File: src/rtl/eeprom_pkg.sv
// Shared definitions for the EEPROM sequencing controller.
//   - op_e    : host command encodings carried on req_op
//   - state_e : controller FSM states
//   - default word width and erased-word value
package eeprom_pkg;

    localparam int          DATA_W_DEF     = 16;
    localparam logic [15:0] ERASED_VAL_DEF = 16'h0000;

    typedef enum logic [1:0] {
        OP_READ    = 2'b00,
        OP_WRITE   = 2'b01,
        OP_ERASE   = 2'b10,
        OP_ILLEGAL = 2'b11
    } op_e;

    typedef enum logic [2:0] {
        ST_IDLE,
        ST_READ,
        ST_ERASE,
        ST_PROG,
        ST_VERIFY,
        ST_RESP
    } state_e;

endpackage

File: src/rtl/eeprom_pulse_timer.sv
// Loadable 8-bit down-counter that times the erase and program pulses.
//   clk, rst_n : clock and asynchronous active-low reset
//   load       : load load_val on the next edge (takes priority over counting)
//   load_val   : pulse width in cycles, 1..255
//   done       : high in the last cycle of the timed interval
// The counter free-runs down to zero and parks there until reloaded, so a
// value of N loaded on an edge gives exactly N cycles before done's cycle ends.
module eeprom_pulse_timer (
    input  logic       clk,
    input  logic       rst_n,
    input  logic       load,
    input  logic [7:0] load_val,
    output logic       done
);

    logic [7:0] count_q;
    logic [7:0] count_d;

    always_comb begin
        // NOTE: defaulting every always_comb output first keeps any path from
        // leaving it unassigned, which is what would otherwise infer a latch.
        count_d = count_q;
        if (load) begin
            count_d = load_val;
        end else if (count_q != 8'd0) begin
            count_d = count_q - 8'd1;
        end
    end

    // NOTE: sequential state uses non-blocking assignments so every flop
    // samples its pre-edge inputs regardless of statement order.
    always_ff @(posedge clk or negedge rst_n) begin
        if (!rst_n) begin
            count_q <= 8'd0;
        end else begin
            count_q <= count_d;
        end
    end

    assign done = (count_q == 8'd1);

endmodule

File: src/rtl/eeprom_ctrl.sv
// Sequencing controller for a 16-word x 16-bit EEPROM.
//   Host side : req_valid/req_ready/req_op/req_addr/req_wdata command input,
//               rsp_valid/rsp_rdata/rsp_err one-cycle response, busy,
//               err_count (saturating count of error responses).
//   EEPROM    : ee_addr, ee_we, ee_erase, ee_wdata out; ee_rdata in
//               (combinational read of ee_addr).
// A WRITE is erase, program, verify; an ERASE is erase, verify; a READ is a
// single-cycle sample. The response pulse is registered out of RESP, so it
// appears in the IDLE cycle that follows, when the next command can be taken.
module eeprom_ctrl
    import eeprom_pkg::*;
#(
    parameter int                 ADDR_W       = 4,
    parameter int                 DATA_W       = DATA_W_DEF,
    parameter int unsigned        ERASE_CYCLES = 4,
    parameter int unsigned        PROG_CYCLES  = 4,
    parameter logic [DATA_W-1:0]  ERASED_VAL   = DATA_W'(ERASED_VAL_DEF)
) (
    input  logic              clk,
    input  logic              rst_n,
    input  logic              req_valid,
    output logic              req_ready,
    input  logic [1:0]        req_op,
    input  logic [ADDR_W-1:0] req_addr,
    input  logic [DATA_W-1:0] req_wdata,
    output logic              rsp_valid,
    output logic [DATA_W-1:0] rsp_rdata,
    output logic              rsp_err,
    output logic              busy,
    output logic [7:0]        err_count,
    output logic [ADDR_W-1:0] ee_addr,
    output logic              ee_we,
    output logic              ee_erase,
    output logic [DATA_W-1:0] ee_wdata,
    input  logic [DATA_W-1:0] ee_rdata
);

    state_e              state_q,     state_d;
    op_e                 op_q,        op_d;
    logic [ADDR_W-1:0]   addr_q,      addr_d;
    logic [DATA_W-1:0]   wdata_q,     wdata_d;
    logic [DATA_W-1:0]   rsp_rdata_q, rsp_rdata_d;
    logic                err_pend_q,  err_pend_d;
    logic                rsp_valid_q, rsp_valid_d;
    logic                rsp_err_q,   rsp_err_d;
    logic [7:0]          err_count_q, err_count_d;

    logic                timer_load;
    logic [7:0]          timer_val;
    logic                timer_done;
    logic [DATA_W-1:0]   verify_exp;

    eeprom_pulse_timer u_timer (
        .clk      (clk),
        .rst_n    (rst_n),
        .load     (timer_load),
        .load_val (timer_val),
        .done     (timer_done)
    );

    assign verify_exp = (op_q == OP_WRITE) ? wdata_q : ERASED_VAL;

    always_comb begin
        state_d     = state_q;
        op_d        = op_q;
        addr_d      = addr_q;
        wdata_d     = wdata_q;
        rsp_rdata_d = rsp_rdata_q;
        err_pend_d  = err_pend_q;
        timer_load  = 1'b0;
        timer_val   = 8'(ERASE_CYCLES);
        rsp_valid_d = (state_q == ST_RESP);
        rsp_err_d   = (state_q == ST_RESP) && err_pend_q;
        err_count_d = err_count_q;

        if (rsp_valid_q && rsp_err_q && (err_count_q != 8'hFF)) begin
            err_count_d = err_count_q + 8'd1;
        end

        case (state_q)
            ST_IDLE: begin
                if (req_valid) begin
                    op_d       = op_e'(req_op);
                    addr_d     = req_addr;
                    wdata_d    = req_wdata;
                    err_pend_d = 1'b0;
                    case (op_e'(req_op))
                        OP_READ:  state_d = ST_READ;
                        OP_WRITE,
                        OP_ERASE: begin
                            state_d    = ST_ERASE;
                            timer_load = 1'b1;
                            timer_val  = 8'(ERASE_CYCLES);
                        end
                        default: begin
                            state_d     = ST_RESP;
                            err_pend_d  = 1'b1;
                            rsp_rdata_d = '0;
                        end
                    endcase
                end
            end
            ST_READ: begin
                rsp_rdata_d = ee_rdata;
                state_d     = ST_RESP;
            end
            ST_ERASE: begin
                if (timer_done) begin
                    if (op_q == OP_WRITE) begin
                        state_d    = ST_PROG;
                        timer_load = 1'b1;
                        timer_val  = 8'(PROG_CYCLES);
                    end else begin
                        state_d = ST_VERIFY;
                    end
                end
            end
            ST_PROG: begin
                if (timer_done) begin
                    state_d = ST_VERIFY;
                end
            end
            ST_VERIFY: begin
                rsp_rdata_d = ee_rdata;
                err_pend_d  = (ee_rdata != verify_exp);
                state_d     = ST_RESP;
            end
            ST_RESP: begin
                state_d = ST_IDLE;
            end
            default: begin
                state_d = ST_IDLE;
            end
        endcase
    end

    always_ff @(posedge clk or negedge rst_n) begin
        if (!rst_n) begin
            state_q     <= ST_IDLE;
            op_q        <= OP_READ;
            addr_q      <= '0;
            wdata_q     <= '0;
            rsp_rdata_q <= '0;
            err_pend_q  <= 1'b0;
            rsp_valid_q <= 1'b0;
            rsp_err_q   <= 1'b0;
            err_count_q <= 8'd0;
        end else begin
            state_q     <= state_d;
            op_q        <= op_d;
            addr_q      <= addr_d;
            wdata_q     <= wdata_d;
            rsp_rdata_q <= rsp_rdata_d;
            err_pend_q  <= err_pend_d;
            rsp_valid_q <= rsp_valid_d;
            rsp_err_q   <= rsp_err_d;
            err_count_q <= err_count_d;
        end
    end

    // Pulse pins decode the state register directly, so they fall the moment
    // rst_n goes low and can never both be high in one cycle.
    assign ee_erase  = (state_q == ST_ERASE);
    assign ee_we     = (state_q == ST_PROG);
    assign req_ready = (state_q == ST_IDLE);
    assign busy      = (state_q != ST_IDLE);
    assign ee_addr   = addr_q;
    assign ee_wdata  = wdata_q;
    assign rsp_valid = rsp_valid_q;
    assign rsp_rdata = rsp_rdata_q;
    assign rsp_err   = rsp_err_q;
    assign err_count = err_count_q;

endmodule

File: config.mk
export PLATFORM = sky130hd
export DESIGN_NAME = eeprom_ctrl
export DESIGN_NICKNAME = d
export VERILOG_FILES = /design/src/rtl/eeprom_pkg.sv /design/src/rtl/eeprom_pulse_timer.sv /design/src/rtl/eeprom_ctrl.sv
export SDC_FILE = /design/constraint.sdc
export NUM_CORES = 1
export LEC_CHECK = 0
export CAP_MARGIN = 40
export CORE_MARGIN = 2
export CORE_UTILIZATION = 50
export DETAILED_ROUTE_END_ITERATION = 10
export GPL_TIMING_DRIVEN = 1
export PLACE_DENSITY = 0.94
export SLEW_MARGIN = 20
export SYNTH_ARGS = -nofsm -noshare
export SYNTH_HDL_FRONTEND = slang
export SYNTH_SLANG_ARGS = --single-unit
export TNS_END_PERCENT = 30
File: constraint.sdc
create_clock -name clk -period 4 [get_ports clk]
set_input_delay 0.4 -clock clk [delete_from_list [all_inputs] [get_ports clk]]
set_output_delay 0.4 -clock clk [all_outputs]
set_load 0.02 [all_outputs]
; Yosys cells after proc, flatten, opt, wreduce, memory -nomap -nowiden
; Cells that the tools add are included.
; Widths: inputs -> output; s select.
[word_totals]
ff_bits = 60
inputBits = 41
out_inout_bits = 50
word_cells = 64
[classes]
n_addsub = 2
eq_ne = 15
n_mux = 20
n_reduce_logical = 17
[ops]
columns = op, n
row1 = $mux 16, 3
row2 = $pmux 16 s2, 1
row3 = $mux 8, 2
row4 = $ne 16x16->1, 1
row5 = $mux 3, 4
row6 = $pmux 3 s4, 1
row7 = $add 8x1->8 const B, 1
row8 = $eq 8x1->1 const B, 1
row9 = $ne 8x8->1 const B, 1
row10 = $reduce_bool 8->1, 1
row11 = $sub 8x1->8 const B, 1
row12 = $eq 3x2->1 const B, 2
row13 = $eq 3x3->1 const B, 2
row14 = $mux 1, 6
row15 = $pmux 3 s2, 1
row16 = $reduce_and 3->1, 2
row17 = $reduce_bool 2->1, 3
row18 = $eq 2x1->1 const B, 2
row19 = $ne 2x1->1 const B, 2
row20 = $ne 2x2->1 const B, 2
row21 = $pmux 1 s2, 2
row22 = $reduce_and 2->1, 2
row23 = $reduce_or 2->1, 2
row24 = $eq 3x1->1 const B, 1
row25 = 6 further kinds, 8

; Depth between registers and ports, before layout
; Gate-level depths: netlist of the first run.
[logic_depth]
ltp_word = 6
ltp_mapped = 7
depth_no_buf = 6

; Modules after synthesis
; From an unflattened synthesis of the first run, not the netlist that was laid out.
[unflattened]
hier_cells = 276
area_unflattened_um2 = 3059.2
[modules_own_cells]
columns = module, n_inst, cells_per_inst, area_per_inst_um2, seq_area_each_um2
row1 = eeprom_ctrl, 1, 215, 2518.7, 1301.2
row2 = eeprom_pulse_timer, 1, 61, 540.5, 200.2

; Least setup slack after synthesis of the first run
; Ideal clock, no wire load.
[synth_timing]
path_kind = reg2reg
startpoint = reg state_q[2]
endpoint = reg addr_q[0], in the netlist ee_addr[0]
t_arrival_ps = 1836
required_time_ps = 3875
setup_slack_ps = 2039
path_stages_with_launch = 7
cell_sequence = dfrtp_1 -> buf_2 -> nor3_2 -> and2_1 -> buf_2 -> buf_2 -> mux2_2
[synth_between]
elab_chain_cells = 2
[synth_rtl]
columns = item, line_no
row1 = start: declaration, eeprom_ctrl.sv:38  ; state_e state_q, state_d;
row2 = start signal: assignment, eeprom_ctrl.sv:149  ; state_q <= state_d;
row3 = $logic_not 3->1, n/a
row4 = named net req_ready, eeprom_ctrl.sv:22  ; output logic req_ready,
row5 = $reduce_and 2->1 (no line), n/a
row6 = end signal: assignment, eeprom_ctrl.sv:151  ; addr_q <= addr_d;
row7 = end: declaration, eeprom_ctrl.sv:40  ; logic [ADDR_W-1:0] addr_q, addr_d;
; The timed path passes the listed nets, and every way through them passes these cells.
; A chain may end at the register's enable or synchronous reset.

; Final worst setup path of the first run
[layout_timing]
startpoint = reg state_q[2]
endpoint = out ee_we
[layout_between]
elab_chain_cells = 1
[layout_rtl]
columns = item, line_no
row1 = $eq 3x2->1, eeprom_ctrl.sv:164  ; assign ee_we = (state_q == ST_PROG);
row2 = end: declaration, eeprom_ctrl.sv:32  ; output logic ee_we,
; No other way between the ends.

==> results of run 1 <==
-- critical path, delay by kind of cell (launching register included) --
kind | cells | cell delay (ns)
flops | 1 | 0.48
buf+inv | 1 | 0.61
simple gates | 2 | 0.41
-- cells by family after synthesis --
logic type               count (synthesis)
adder cells (fa/ha/maj)                  5
AND/OR/NAND/NOR                         76
flip-flops                              60
multiplexers                            23
XOR/XNOR                                17
AO/OA/AOI/OAI                           49
buffers and inverters                   17
-- routing by layer --
layer / part of all wire (%) / GRT usage [%]
met1: 40 / 29.1
met2: 51 / 38.1
met3: 7.0 / 7.58
met4: 1.5 / 8.81
met5: 0 / 0
-- registers in the layout, indices dropped and copies added (netlist names) --
name             flops
op_q                 2
rsp_err              1
rsp_rdata           16
ee_wdata            16
u_timer.count_q      8
err_pend_q           1
rsp_valid            1
ee_addr              4
state_q              3
err_count            8
-- final cells by class --
type	count	area (um2)	share of cell area, %
flip-flops and latches	60	1500	37.5
multi-input cells	170	1300	32.5
repair buffers	93	918	23.0
clock buffers	14	153	3.81
well taps	72	90.1	2.25
inverters	8	30.0	0.750
clock inverters	2	10.0	0.250
-- placed cells by master (no fill, tap or decap), drive strengths merged, types with 5 or more instances in the layout --
cell type and n:
nand2 10, nor2b 8, nor2 22, ha 5
dfrtp 60, nand2b 6, clkbuf 14, a22o 16
xor2 6, inv 8, a21oi 7, clkdlybuf4s50 89
mux2 22, a31oi 5, xnor2 11, nor3 6
-- per-stage QoR --
stage                     total power [mW]  hold WS [ns]  cells  setup slack [ns]  utilization [%]
final                                 3.33         0.199    419              1.76             72.2
after global routing                  3.54         0.258    419              1.66             72.2
after CTS                             3.35         0.225    419              1.76             72.2
after detailed placement              2.87         0.474    403              1.82             69.3
after global placement                2.80         0.477    403              1.90             69.3
after floorplan                       2.16         0.104    247              2.04                -
-- worst min path at each step --
stage	slack (ns)	to	from
2_1_floorplan	0.10	ee_addr[0]$_DFFE_PN0P_	rst_n
3_3_place_gp	0.48	rsp_err$_DFF_PN0_	err_pend_q$_DFFE_PN0P_
3_5_place_dp	0.47	rsp_err$_DFF_PN0_	err_pend_q$_DFFE_PN0P_
4_1_cts	0.23	u_timer.count_q[5]$_DFFE_PN0P_	rst_n
5_1_grt	0.26	u_timer.count_q[5]$_DFFE_PN0P_	rst_n
6_report	0.20	u_timer.count_q[5]$_DFFE_PN0P_	rst_n
-- power groups by stage --
stage | sequential (mW) | combinational (mW) | clock, mW
2_1_floorplan | 1.36 | 0.799 | 0
3_3_place_gp | 1.17 | 1.63 | 0
3_5_place_dp | 1.18 | 1.69 | 0
4_1_cts | 1.18 | 1.70 | 0.469
5_1_grt | 1.22 | 1.82 | 0.501
6_report | 1.18 | 1.69 | 0.461
==> metrics.md, run 1 <==
| Metric | Value |
|---|---|
| Synthesized area | `between 0.002 and 0.003 mm2` |
| CTS H-Tree Depth | `3` |
| Worst relative slew slack | `48.2%` |
| Most frequent cells after synthesis | `60 x dfrtp_1, 22 x mux2_2, 22 x nor2_1, 16 x a22o_1, 11 x xnor2_1` |
| Total gr overflow | `0` |
| Die Y | `~80 um` |
| Synth Area in Adders | `2.18%` |
| Worst Skew | `0.00695 ns` |
| RR Endpoint | `rsp_rdata[1]$_DFFE_PN0P_` |
| Register-to-register setup slack | `slightly below 2 ns` |
| Avg Cell Area, Syn | `11.6 um2` |
| Top cells by area, synth | `dfrtp_1 52%, mux2_2 8.6%, a22o_1 4.9%, xnor2_1 3.4%, nor2_1 2.9%` |
| Worst path slowest cell | `clkdlybuf4s50_1` |
| Layout cells sized above 1 | `about 12%` |
| Crit Path Class | `reg2out` |
| CP Max Fanout | `8` |
| Min-Delay Path Class | `in2async` |
| Post-DP HPWL | `4860 um` |
| Worst reg2reg path startpoint | `state_q[0]$_DFFE_PN0P_` |
| CP endpoint | `ee_we` |
| Reg2Reg Depth | `5` |
| Logic pwr share | `50.7%` |
| CP Capture Type | `primary output` |
| Vias in the first global route | `2304` |
| PwrDens | `833 mW/mm2` |
| Worst setup SP type | `flop` |
| Worst-Margin Slew | `0.777 ns` |
| Initial DRC Count | `110` |
| Fin. Hold Viols | `0` |
| Leak | `1.70 nW` |
| Simple-gate area share of the yosys netlist | `roughly 15%` |
| 1st-pass router iterations | `4` |
| CP arrival | `1.84 ns` |
| Initial antenna violation count | `0` |
| Post-synth EDFFs | `0` |
| DRC Markers | `0` |
| Internal power | `just under 2 mW` |
| CTS tree | `done` |
| # setup viols final | `0` |
| Top cell type's share of synthesized area | `52.3%` |
| Largest family of logic cells by synthesized area | `simple AND/OR/NAND/NOR gates` |
| WL final | `between 6000 and 7000 um` |
| Cells after Synth | `247` |
| Maximum VDD drop | `a little under 0.0005 V` |
| Synth Area in Compound Gates | `about 14%` |
| Syn_nets | `293` |
| Mux contribution to synthesized area | `8.97%` |
| I/O pins | `91` |
| Num CTS Buffers | `9` |
| DIE WIDTH | `79.8 um` |
| Main synth FF type | `dfrtp_1` |
| Critical Path Start | `state_q[2]$_DFFE_PN0P_` |
| Avg WL per Cell | `between 15 and 20 um` |
| First-pass GRT wire length | `between 10000 and 15000 um` |
| IO Port Bufs | `90` |
| Number of diodes | `0` |
| Largest net degree at the start of global routing | `61` |
| Switching Power | `1.35 mW` |
| Sequential fraction of the synthesis area | `between 50% and 60%` |
| Sequential share of power | `35.5%` |
| Rows | `27` |
| Worst-Skew Late Latency | `0.34 ns` |
| Max-slew violations | `0` |
| Finished Cell Area | `0.00400 mm2` |
| Placed cell areas | `approximately 0.0038 mm2` |
| Unique masters post-synth | `42` |
| Switching Fraction | `40.4%` |
| Run status | `completed` |
| Final setup TNS | `0 ns` |
| Xor and xnor area share after synthesis | `5.18%` |
| Critical Path Max Stage Delay | `between 0.6 and 0.7 ns` |
| NumNets Final | `a little under 400` |
| Initial Utilization | `between 50 and 60%` |
| FILL cells | `approximately 400` |
| #FFs+latches synth | `60` |
| Maximum clock path buffer count | `2` |
| Sinks on Clock Net | `60` |
| WP data required | `3.60 ns` |
| Antenna Nets Post-Route | `0` |
| Total die area | `about 0.0064 mm2` |
| Clk pwr share | `13.8%` |
| Ys async rst share | `100%` |
| Yosys Warn Count | `0` |
| F_max | `between 400 and 500 MHz` |
| Core area | `0.00554 mm2` |
| Final worst-path cycle share | `a little under three fifths` |
| Total track usage | `approximately a quarter` |
| Vias per Instance | `5.60` |
| Min Tclk post-route | `2.24 ns` |
| Area grow syn2layout | `39.3%` |
| Clock slew at reported path FFs | `0.06 ns` |
| Post-CTS setup buffers | `0` |
| Vias | `2348` |
| GP Congestion | `0.778` |
| CTS root buffer | `clkbuf_8` |
| Max-Cap Viols | `0` |
| Post-cts resize count | `0` |
| Most numerous cell in the Yosys netlist | `dfrtp_1` |
| CP cell instances | `nand2b_1, nor2_1, clkdlybuf4s50_1` |
| RSZ-0062 raised after global routing | `false` |
| # hold bufs at CTS | `0` |
| Area leader, netlist | `dfrtp_1` |
Note: power is estimated with default switching activity, not from simulation.
==> run 2: changes to the inputs <==
--- a/config.mk
+++ b/config.mk
@@ -7,10 +7,10 @@
 export LEC_CHECK = 0
 export CAP_MARGIN = 40
 export CORE_MARGIN = 2
-export CORE_UTILIZATION = 50
+export CORE_UTILIZATION = 46
 export DETAILED_ROUTE_END_ITERATION = 10
 export GPL_TIMING_DRIVEN = 1
-export PLACE_DENSITY = 0.94
+export PLACE_DENSITY = 0.88
 export SLEW_MARGIN = 20
 export SYNTH_ARGS = -nofsm -noshare
 export SYNTH_HDL_FRONTEND = slang
==> constraint.sdc (replaced) <==
create_clock -name clk -period 2.25 [get_ports clk]
set_input_delay 0.225 -clock clk [delete_from_list [all_inputs] [get_ports clk]]
set_output_delay 0.225 -clock clk [all_outputs]
set_load 0.02 [all_outputs]
==> metrics.md, run 2 (synthesis gave the netlist of run 1 again) <==
| Metric | Value |
|---|---|
| Most common cell after layout, fill and taps aside | `clkdlybuf4s50_1` |
| Run status | `completed` |
| Largest net degree at the start of global routing | `29 (-52%)` |
| Fin. Hold Viols | `0 (unchanged)` |
| Maximum VDD drop | `0.000807 V (+65%)` |
| 1st-pass router iterations | `4 (unchanged)` |
| IO Port Bufs | `90 (unchanged)` |
| Worst path slowest cell | `clkdlybuf4s50_1` |
| Rows | `28 (+3.7%)` |
| I/O pins | `91 (unchanged)` |
| WL final | `6990 um (+1.0%)` |
| Post-DP HPWL | `5030 um (+3.6%)` |
| CP cell instances | `nand2b_1, nor2_1, clkdlybuf4s50_1` |
| CP Max Fanout | `8 (unchanged)` |
| GP Congestion | `0.819 (+5.2%)` |
| Initial Utilization | `48.0% (-3.9 points)` |
| Sinks on Clock Net | `60 (unchanged)` |
| Worst-Skew Late Latency | `0.34 ns (about the same)` |
| Maximum clock path buffer count | `2 (unchanged)` |
| CP Capture Type | `primary output` |
| CP arrival | `1.87 ns (+0.03 ns)` |
| Crit Path Class | `reg2out` |
| Worst setup margin | `0.151 ns (-1.61 ns)` |
| Number of diodes | `0 (unchanged)` |
| DIE WIDTH | `83.0 um (+4.0%)` |
| F_max | `~480 MHz` |
| Avg WL per Cell | `16.4 um (-0.87%)` |
| Layout cells sized above 1 | `14.5% (+2.1 points)` |
| Total die area | `0.00689 mm2 (+8.2%)` |
| Total track usage | `21.5% (-1.8 points)` |
| Min Tclk post-route | `2.10 ns` |
| Place WS | `0.351 ns (-1.47 ns)` |
| PwrDens | `1500 mW/mm2 (+80%)` |
| Leak | `1.74 nW (+2.2%)` |
| Worst Skew | `0.00532 ns (-0.00163 ns)` |
| Min-Delay Path Class | `in2reg` |
| Delay-heaviest family, CP | `buffers and inverters` |
| Core area | `0.00599 mm2 (+8.1%)` |
| # setup viols final | `0 (unchanged)` |
| Area grow syn2layout | `42.2%` |
| CTS root buffer | `clkbuf_8` |
| Design Power | `6.11 mW (+83%)` |
| DRC Markers | `0 (unchanged)` |
| Vias in the first global route | `2383 (+3.4%)` |
| Reg2Reg Depth | `6 (+1)` |
| Worst Hold Path Cells | `3` |
| Critical Path Max Stage Delay | `0.63 ns (+0.02 ns)` |
| Initial antenna violation count | `0 (unchanged)` |
| Num CTS Buffers | `9 (unchanged)` |
| Max-Cap Viols | `0 (unchanged)` |
| RSZ-0062 raised after global routing | `false` |
| Worst-Margin Slew | `0.753 ns (-0.0239 ns)` |
| First-pass GRT wire length | `11700 um (+4.6%)` |
| Clock slew at reported path FFs | `0.07 ns (about the same)` |
| Die Y | `83.0 um (+4.0%)` |
| WP data required | `2.03 ns (-1.57 ns)` |
| NumNets Final | `393 (+1.3%)` |
| Vias per Instance | `5.51 (-1.7%)` |
| Max-slew violations | `0 (unchanged)` |
| Post-CTS setup buffers | `0 (unchanged)` |
| Total gr overflow | `0 (unchanged)` |
| Antenna Nets Post-Route | `0 (unchanged)` |
| Final worst-path cycle share | `93.3%` |
| Leading cell types in the layout, fill and taps excluded | `89 x clkdlybuf4s50_1, 60 x dfrtp_1, 22 x nor2_1, 22 x mux2_2, 16 x a22o_1` |
| CTS H-Tree Depth | `3 (unchanged)` |
| CTS tree | `done` |
| Worst setup SP type | `flop` |
| Vias | `2351 (+0.13%)` |
| Final setup TNS | `0 ns (unchanged)` |
| Initial DRC Count | `93 (-15%)` |
| WP depth | `3 (unchanged)` |
| Worst relative slew slack | `49.8% (+1.6 points)` |
| CP bufs+invs | `1 (unchanged)` |
run 2: final cells by class:
| cell class | instances | area, um2 |
|---|---|---|
| timing repair buffer | 98 | 958 |
| clock inverter | 6 | 63.8 |
| inverter | 8 | 30.0 |
| clock buffer | 10 | 138 |
| multi-input combinational | 170 | 1300 |
| fill | 429 | 1910 |
| tap | 75 | 93.8 |
| sequential | 60 | 1500 |
run 2: power by group:
part	leakage (nW)	internal [mW]	switching (mW)
registers	0.736	1.59	0.508
clock network	0.0983	0.539	0.439
logic	0.906	1.55	1.49
run 2: path summary, 6_finish.rpt:
path,to,slack (ns),start
worst max-delay path,ee_we,0.15,state_q[2]$_DFFE_PN0P_
worst min-delay path,ee_wdata[14]$_DFFE_PN0P_,0.44,req_wdata[14]
worst max register to register,err_pend_q$_DFFE_PN0P_,0.39,state_q[2]$_DFFE_PN0P_
worst min register to register,rsp_rdata[10]$_DFFE_PN0P_,0.51,rsp_rdata[10]$_DFFE_PN0P_
max in group asynchronous,u_timer.count_q[1]$_DFFE_PN0P_,1.12,rst_n
min in group asynchronous,u_timer.count_q[3]$_DFFE_PN0P_,0.45,rst_n
run 2: per-layer routing:
layer / vias to the layer above / part of all wire [%] / GRT usage (%)
li1: 1102 / - / -
met1: 1145 / 43 / 27.0
met2: 90 / 49 / 35.0
met3: 14 / 5.9 / 6.26
met4: 0 / 2.1 / 8.64
met5: - / 0 / 0
run 2: metrics by stage:
stage	std cells	hold WS (ns)	cell area, um2	utilization, %
after floorplan	247	-0.0706	2870	-
after global placement	410	0.297	3870	64.6
after detailed placement	410	0.293	3870	64.6
after CTS	427	0.439	4080	68.2
after global routing	427	0.475	4080	68.2
final	427	0.444	4080	68.2
run 2: repair_timing:
action,CTS,global route
hold endpoints to repair,26,0
resized for setup,0,0
hold buffers,1,0
run 2: worst reg2reg max path: stages, from the launching register on:
cell,delay (ns)
dfrtp_1,0.48
nor3_2,0.36
and2_1,0.25
buf_4,0.26
nor2b_1,0.07
a221oi_1,0.25
a21oi_1,0.07
